==> src/rtl/baud_gen_frac.sv <==
// rtl/baud_gen_frac.sv - fractional baud-rate generator with oversample tick and bit pulse
// Optional feature macro: BAUD_RX_MIDPOINT_EN (adds rx_sync / rx_sample mid-bit sampling)
// Ports:
//   clk        : system clock, rising edge
//   reset      : synchronous active-high reset
//   enable     : 1 = run, 0 = freeze counters
//   load       : single-cycle restart, overrides enable
//   baud_val   : integer divisor, oversample period = baud_val+1 cycles
//   baud_frac  : fractional period extension in 1/2^FRAC_WIDTH cycle units
//   baud_tick  : registered one-cycle oversample pulse
//   xmit_pulse : registered pulse on every OVERSAMPLE-th baud_tick
//   bit_phase  : baud_ticks elapsed within the current bit
//   rx_sync    : (macro) start-bit edge from RX logic, realigns rx phase
//   rx_sample  : (macro) registered mid-bit sample strobe
module baud_gen_frac #(
  parameter int CNT_WIDTH  = 13,
  parameter int FRAC_WIDTH = 3,
  parameter int OVERSAMPLE = 16,
  localparam int PH_W      = $clog2(OVERSAMPLE)
) (
  input  logic                  clk,
  input  logic                  reset,
  input  logic                  enable,
  input  logic                  load,
  input  logic [CNT_WIDTH-1:0]  baud_val,
  input  logic [FRAC_WIDTH-1:0] baud_frac,
  output logic                  baud_tick,
  output logic                  xmit_pulse,
  output logic [PH_W-1:0]       bit_phase
`ifdef BAUD_RX_MIDPOINT_EN
  ,
  input  logic                  rx_sync,
  output logic                  rx_sample
`endif
);

  localparam int CW1 = CNT_WIDTH + 1;

  // One extra bit so baud_val all-ones plus an accumulator carry still fits.
  logic [CW1-1:0]        cnt_q, cnt_d;
  logic [FRAC_WIDTH-1:0] acc_q, acc_d;
  logic [PH_W-1:0]       phase_q, phase_d;
  logic                  baud_tick_q, baud_tick_d;
  logic                  xmit_pulse_q, xmit_pulse_d;
  logic [FRAC_WIDTH:0]   acc_sum;
  logic                  reload;

  always_comb begin
    cnt_d        = cnt_q;
    acc_d        = acc_q;
    phase_d      = phase_q;
    baud_tick_d  = 1'b0;
    xmit_pulse_d = 1'b0;
    acc_sum      = {1'b0, acc_q} + {1'b0, baud_frac};
    reload       = 1'b0;
    if (load) begin
      cnt_d   = {1'b0, baud_val};
      acc_d   = '0;
      phase_d = '0;
    end else if (enable) begin
      if (cnt_q != '0) begin
        cnt_d = cnt_q - CW1'(1);
      end else begin
        reload = 1'b1;
        // Accumulator overflow stretches this period by one cycle, which
        // spreads the fractional extension evenly across the bit.
        acc_d        = acc_sum[FRAC_WIDTH-1:0];
        cnt_d        = {1'b0, baud_val} + CW1'(acc_sum[FRAC_WIDTH]);
        baud_tick_d  = 1'b1;
        xmit_pulse_d = (phase_q == PH_W'(OVERSAMPLE - 1));
        phase_d      = phase_q + PH_W'(1);
      end
    end
  end

  always_ff @(posedge clk) begin
    if (reset) begin
      cnt_q        <= '0;
      acc_q        <= '0;
      phase_q      <= '0;
      baud_tick_q  <= 1'b0;
      xmit_pulse_q <= 1'b0;
    end else begin
      cnt_q        <= cnt_d;
      acc_q        <= acc_d;
      phase_q      <= phase_d;
      baud_tick_q  <= baud_tick_d;
      xmit_pulse_q <= xmit_pulse_d;
    end
  end

  assign baud_tick  = baud_tick_q;
  assign xmit_pulse = xmit_pulse_q;
  assign bit_phase  = phase_q;

`ifdef BAUD_RX_MIDPOINT_EN
  logic [PH_W-1:0] rx_phase_q, rx_phase_d;
  logic            rx_sample_q, rx_sample_d;

  // rx_sync realigns the receive phase to the start-bit edge; it beats a
  // coincident reload so a fresh alignment never emits a stale sample.
  always_comb begin
    rx_phase_d  = rx_phase_q;
    rx_sample_d = 1'b0;
    if (load || rx_sync) begin
      rx_phase_d = '0;
    end else if (reload) begin
      rx_sample_d = (rx_phase_q == PH_W'(OVERSAMPLE / 2 - 1));
      rx_phase_d  = rx_phase_q + PH_W'(1);
    end
  end

  always_ff @(posedge clk) begin
    if (reset) begin
      rx_phase_q  <= '0;
      rx_sample_q <= 1'b0;
    end else begin
      rx_phase_q  <= rx_phase_d;
      rx_sample_q <= rx_sample_d;
    end
  end

  assign rx_sample = rx_sample_q;
`endif

endmodule
==> config.mk <==
export PLATFORM = sky130hd
export DESIGN_NAME = baud_gen_frac
export DESIGN_NICKNAME = d
export VERILOG_FILES = /design/src/rtl/baud_gen_frac.sv
export SDC_FILE = /design/constraint.sdc
export NUM_CORES = 1
export LEC_CHECK = 0
export ABC_AREA = 1
export ABC_CLOCK_PERIOD_IN_PS = 1900
export CAP_MARGIN = 15
export CELL_PAD_IN_SITES_DETAIL_PLACEMENT = 0
export CELL_PAD_IN_SITES_GLOBAL_PLACEMENT = 1
export CORE_MARGIN = 2
export CORE_UTILIZATION = 35
export CTS_CLUSTER_SIZE = 8
export DETAILED_ROUTE_END_ITERATION = 8
export HOLD_SLACK_MARGIN = 0.02
export PLACE_DENSITY_LB_ADDON = 0.1
export SLEW_MARGIN = 20
export SYNTH_ARGS = -nofsm -noshare
export SYNTH_HDL_FRONTEND = slang
export SYNTH_SLANG_ARGS = --single-unit
==> constraint.sdc <==
create_clock -name clk -period 1.9 [get_ports clk]
set_input_delay 0.38 -clock clk [delete_from_list [all_inputs] [get_ports clk]]
set_output_delay 0.38 -clock clk [all_outputs]
set_load 0.005 [all_outputs]
After elaboration in Yosys (flattened, before gate mapping)
Index checks and enable logic that the tools add are counted.
{"block": "op_classes", "bitwise": 2, "n_mul": 0, "n_shift": 0, "muxes": 4, "addsub": 4, "n_lt_le_gt_ge": 0, "eq_ne": 1, "n_div": 0, "n_reduce_logical": 6}
{"op": "$mux W13", "n": 2}
{"op": "$add A13 B1 Y14", "n": 1}
{"op": "$mux W14", "n": 1}
{"op": "$reduce_bool A14 Y1", "n": 1}
{"op": "$sub A14 B1 Y14 const B", "n": 1}
{"op": "$add A3 B3 Y4", "n": 1}
{"op": "$add A4 B1 Y4 const B", "n": 1}
{"op": "$eq A4 B4 Y1 const B", "n": 1}
{"op": "$reduce_or A4 Y1", "n": 1}
{"op": "$reduce_or A3 Y1", "n": 1}
{"op": "$not A1 Y1", "n": 2}
{"op": "$reduce_and A2 Y1", "n": 1}
{"op": "$reduce_bool A2 Y1", "n": 1}
{"op": "$reduce_or A2 Y1", "n": 1}
{"op": "$mux W1", "n": 1}
{"block": "totals", "romBits": 0, "latchBits": 0, "output_inout_bits": 6, "word_cells": 23, "ram_bits": 0, "reg_bits": 23, "memories": 0}

Longest topological paths before layout
{"block": "depth", "ltp_word": 5, "ltp_mapped": 14, "ltp_nobuf": 14}

Least setup slack after synthesis
OpenSTA, ideal clock, no wires.
{"block": "synth_timing", "path_type": "input -> register", "from": "input port baud_frac[2]", "to": "register cnt_q[8]", "setup_slack_ns": -0.026, "stages": 12, "path_buffers": 0, "t_arrival_ns": 1.855, "cell_sequence": "ha_1 -> nand3_1 -> nand2_1 -> ha_1 -> ha_1 -> inv_1 -> nor2_2 -> nand2_1 -> xor2_1 -> o21ai_1 -> nand2_1 -> a21oi_1"}
{"block": "synth_between", "elab_chain_cells": 5}
{"item": "start: declaration", "line_no": "26", "text": "input logic [FRAC_WIDTH-1:0] baud_frac,"}
{"item": "$add A3 B3 Y4", "line_no": "54", "text": "acc_sum = {1'b0, acc_q} + {1'b0, baud_frac};"}
{"item": "$add A13 B1 Y14", "line_no": "68", "text": "cnt_d = {1'b0, baud_val} + CW1'(acc_sum[FRAC_WIDTH]);"}
{"item": "$mux W14", "line_no": "61", "text": "if (cnt_q != '0) begin"}
{"item": "$mux W13", "line_no": "60", "text": "end else if (enable) begin"}
{"item": "$mux W13", "line_no": "56", "text": "if (load) begin"}
{"item": "end signal: assignment", "line_no": "84", "text": "cnt_q <= cnt_d;"}
{"item": "end: declaration", "line_no": "40", "text": "logic [CW1-1:0] cnt_q, cnt_d;"}
No other way between the ends. The select of a mux whose other input is x is not followed.
A chain may end at the register's enable or synchronous reset.

Worst setup path in the final report
{"block": "layout_timing", "from": "register acc_q[2]", "to": "register cnt_q[8]"}
{"block": "layout_between", "elab_chain_cells": 5}
{"item": "start: declaration", "line_no": "41", "text": "logic [FRAC_WIDTH-1:0] acc_q, acc_d;"}
{"item": "start signal: assignment", "line_no": "79", "text": "acc_q <= '0;"}
{"item": "start signal: assignment", "line_no": "85", "text": "acc_q <= acc_d;"}
{"item": "$add A3 B3 Y4", "line_no": "54"}
{"item": "$add A13 B1 Y14", "line_no": "68"}
{"item": "$mux W14", "line_no": "61"}
{"item": "$mux W13", "line_no": "60"}
{"item": "$mux W13", "line_no": "56"}
No other way between the ends. The select of a mux whose other input is x is not followed.

==> summary.log <==
[timing] count of endpoints failing hold in the final timing report 0
[setup_path] RR Startpoint acc_q[2]$_SDFFE_PP0P_
[floorplan] I/O pin total 26
[detailed_routing] number of vias per cell 4.96
[cts] root buffer selected by CTS clkbuf_8
[placed_design] weighted congestion reported at the end of routability-driven placement 0.855
[setup_path] Worst Setup SP acc_q[2]$_SDFFE_PP0P_
[timing] Total Negative Setup Slacks 0 ns
[synthesis] average size of a mapped cell 6.36 um2
[synthesis] Yosys top cell by area dfxtp_1
[timing] worst clock skew on the final layout 0.0103 ns
[synthesis] count of yosys warnings during synthesis 0
[detailed_routing] 1st-iter DRT viols 67
[placed_design] post-detailed-placement cell area 0.00234 mm2
[global_route] global-route wire length before repair 9100 um
[floorplan] overall die area 0.00591 mm2
[synthesis] Synth Instances 292
[power_and_ir_drop] Worst VDD drop 0.000346 V
[run_status] run status finished clean
[cts] clk buf depth 2
[job] max cap viols 0
[cts] clock insertion delay at the later pin of the skew report 0.27 ns
[synthesis] fraction of synthesized cell area taken by the top area cell type 24.8%
[finish] ANT cells 0
[global_route] total overflow reported by the global router 0
[cts] Post-CTS Hold Buffers 0
[synthesis] leading cell types by total area after synthesis dfxtp_1, nand2_1, nand3_1
[finish] area grow syn2layout 31.9%
[timing] Max transition margin 71.8%
[finish] top library cells by usage in the layout, fill and taps aside nand2_1, nand3_1, inv_1
[finish] most common cell after layout, fill and taps aside nand2_1
[floorplan] effective utilization at floorplan 36.4%
[detailed_routing] average wire per standard cell 13.2 um
[timing] setup repair after global routing missed its margin true
[timing] final setup violation count 0
[setup_path] CP max-delay cell dfxtp_2
[cts] number of buffers created by CTS 3
[floorplan] die height 76.9 um
[hold_path] hold path startpoint acc_q[0]$_SDFFE_PP0P_
[timing] minimum hold slack 0.477 ns
[global_route] vias in the first global route 1,905
[setup_path] Top cell by count, worst path ha_4
[detailed_routing] DR vias 2,012
[setup_path] critical path endpoint category flop
[synthesis] mapped cell area 0.00186 mm2
[placed_design] hpwl dp 4230 um
[floorplan] cell row count 26
[finish] share of the core filled with cells in the final layout 48.0%
[floorplan] width of the die 76.9 um
[detailed_routing] drt pass-1 iters 5
[finish] fraction of final layout cells sized beyond drive strength 1 17.3%
[synthesis] distinct cell type count of the synthesized netlist 31
[setup_path] data arrival time of the worst path 2.09 ns
[timing] final-report max-slew violation count 0
[detailed_routing] Antenna Violating Nets Remaining 0
[timing] final critical path time including I/O delays and setup 1.89 ns
[synthesis] post-synthesis sequential area ratio 24.8%
[global_route] antenna violations before repair 0
[setup_path] Data required, critical path 2.10 ns
[timing] highest achievable clock rate 0.530 GHz
[placed_design] number of input and output port buffers inserted 25
[setup_path] element type at the critical path start flop
[power_and_ir_drop] power per cell area 538 mW/mm2
[cts] Max H-tree Level 1
[setup_path] cells along the critical path ha_4 > nand3_2 > nand2_2 > ha_4 > ha_4 > inv_2 > nor2_4 > nand2_1 > xor2_1 > o21ai_1 > nand2_1 > a21oi_1
[timing] transition time at the pin with the least slew margin 0.421 ns
[global_route] maximum number of pins on one net before global-route repair 15
[hold_path] type of the worst min-delay path flop to flop
[cts] buffers inserted during post-CTS setup optimization 0
[timing] post-route clock period utilization 99.3%
[cts] clock input transition at the sequential cells of the worst setup and hold paths 0.09 ns
[detailed_routing] aggregate routed wire length 5340 um
[synthesis] number of flip-flops and latches in the synthesized netlist 23
[setup_path] maximum single-stage delay on the critical path 0.35 ns
[global_route] Total Routing Usage GR 19.0%
[floorplan] CORE AREA 0.00511 mm2
[detailed_routing] DRC viols 0
[power_and_ir_drop] static power due to leakage 0.00105 uW
[synthesis] Syn Nets 321
[cts] Sink Count 23
[setup_path] largest fanout on the critical path 6
[finish] post-route cell area 0.00245 mm2
[cts] clock tree from TritonCTS yes
[finish] post-layout net count 366
[setup_path] Crit Path Category flop to flop
Yosys cell counts, drive strengths merged:
cell and number:
a22oi 9, o21ai 8, nand3 37, and3 1
fa 1, dfxtp 23, a21boi 1, nand2 83
nor2 34, xor2 7, or2 1, xnor2 3
clkbuf 3, o21bai 1, a21oi 21, nand4 7
nor3 3, nand3b 1, buf 3, inv 34
a31oi 3, ha 8
what timing repair did:
item                                    in CTS  in global routing
resized for setup                           16                  2
pin swaps                                   10                  0
endpoints found under the setup margin      13                  9
power breakdown:
part | switching, uW | total [uW] | internal [uW]
sequential | 33.7 | 541 | 507
combinational | 273 | 464 | 192
clock | 167 | 314 | 147
metal layers:
| layer | track usage (%) | vias to the layer above | share of wire [%] |
|---|---|---|---|
| met5 | 0 | - | 0 |
| met4 | 4.55 | 0 | 1.5 |
| met3 | 2.82 | 6 | 4.3 |
| met2 | 31.2 | 40 | 45 |
| met1 | 26.1 | 917 | 49 |
| li1 | - | 1049 | - |
kinds of logic (layout without fill, tap and decap cells):
group / after synthesis / count (layout) / synth area share, %
AOI/OAI and AO/OA: 43 / 43 / 13.3
xor gates and xnor gates: 10 / 10 / 4.71
adders and majority gates: 9 / 9 / 6.46
buffers and inverters: 40 / 84 / 8.55
DFF: 23 / 23 / 24.8
and+or+nand+nor: 167 / 167 / 42.2
cell type report:
type / count / area [um2]
Multi-Input combinational cell: 229 / 1310
Sequential cell: 23 / 463
Tap cell: 70 / 87.6
Timing Repair Buffer: 46 / 419
Fill cell: 556 / 2660
Clock inverter: 1 / 5.00
Clock buffer: 3 / 41.3
Inverter: 34 / 128
through the flow:
stage / setup slack [ns] / total power [uW] / std cells
after floorplan: 0.0118 / 844 / 292
after global placement: -0.552 / 1010 / 402
after detailed placement: -0.564 / 1010 / 402
after CTS: 0.00880 / 1330 / 406
after global routing: -0.104 / 1420 / 406
final: 0.0142 / 1320 / 406
sequential cells by signal, indices dropped and copies added (netlist names):
| signal | flops |
|---|---|
| acc_q | 3 |
| xmit_pulse | 1 |
| baud_tick | 1 |
| cnt_q | 14 |
| bit_phase | 4 |
critical path, delay by kind of cell, from the launching register on:
| family | cells | cell delay (ns) |
|---|---|---|
| adders and majority gates | 3 | 0.57 |
| and+or+nand+nor | 5 | 0.48 |
| DFF | 1 | 0.35 |
| AOI/OAI and AO/OA | 2 | 0.25 |
| xor gates and xnor gates | 1 | 0.14 |
| buffers and inverters | 1 | 0.04 |
final timing paths:
path                      endpoint  slack (ns)  cells after the start
min          acc_q[0]$_SDFFE_PP0P_        0.48                      2
min reg2reg  acc_q[0]$_SDFFE_PP0P_        0.48                      2
max          cnt_q[8]$_SDFFE_PP0P_        0.01                     12
max reg2reg  cnt_q[8]$_SDFFE_PP0P_        0.01                     12
Note: power is estimated with default switching activity, not from simulation.
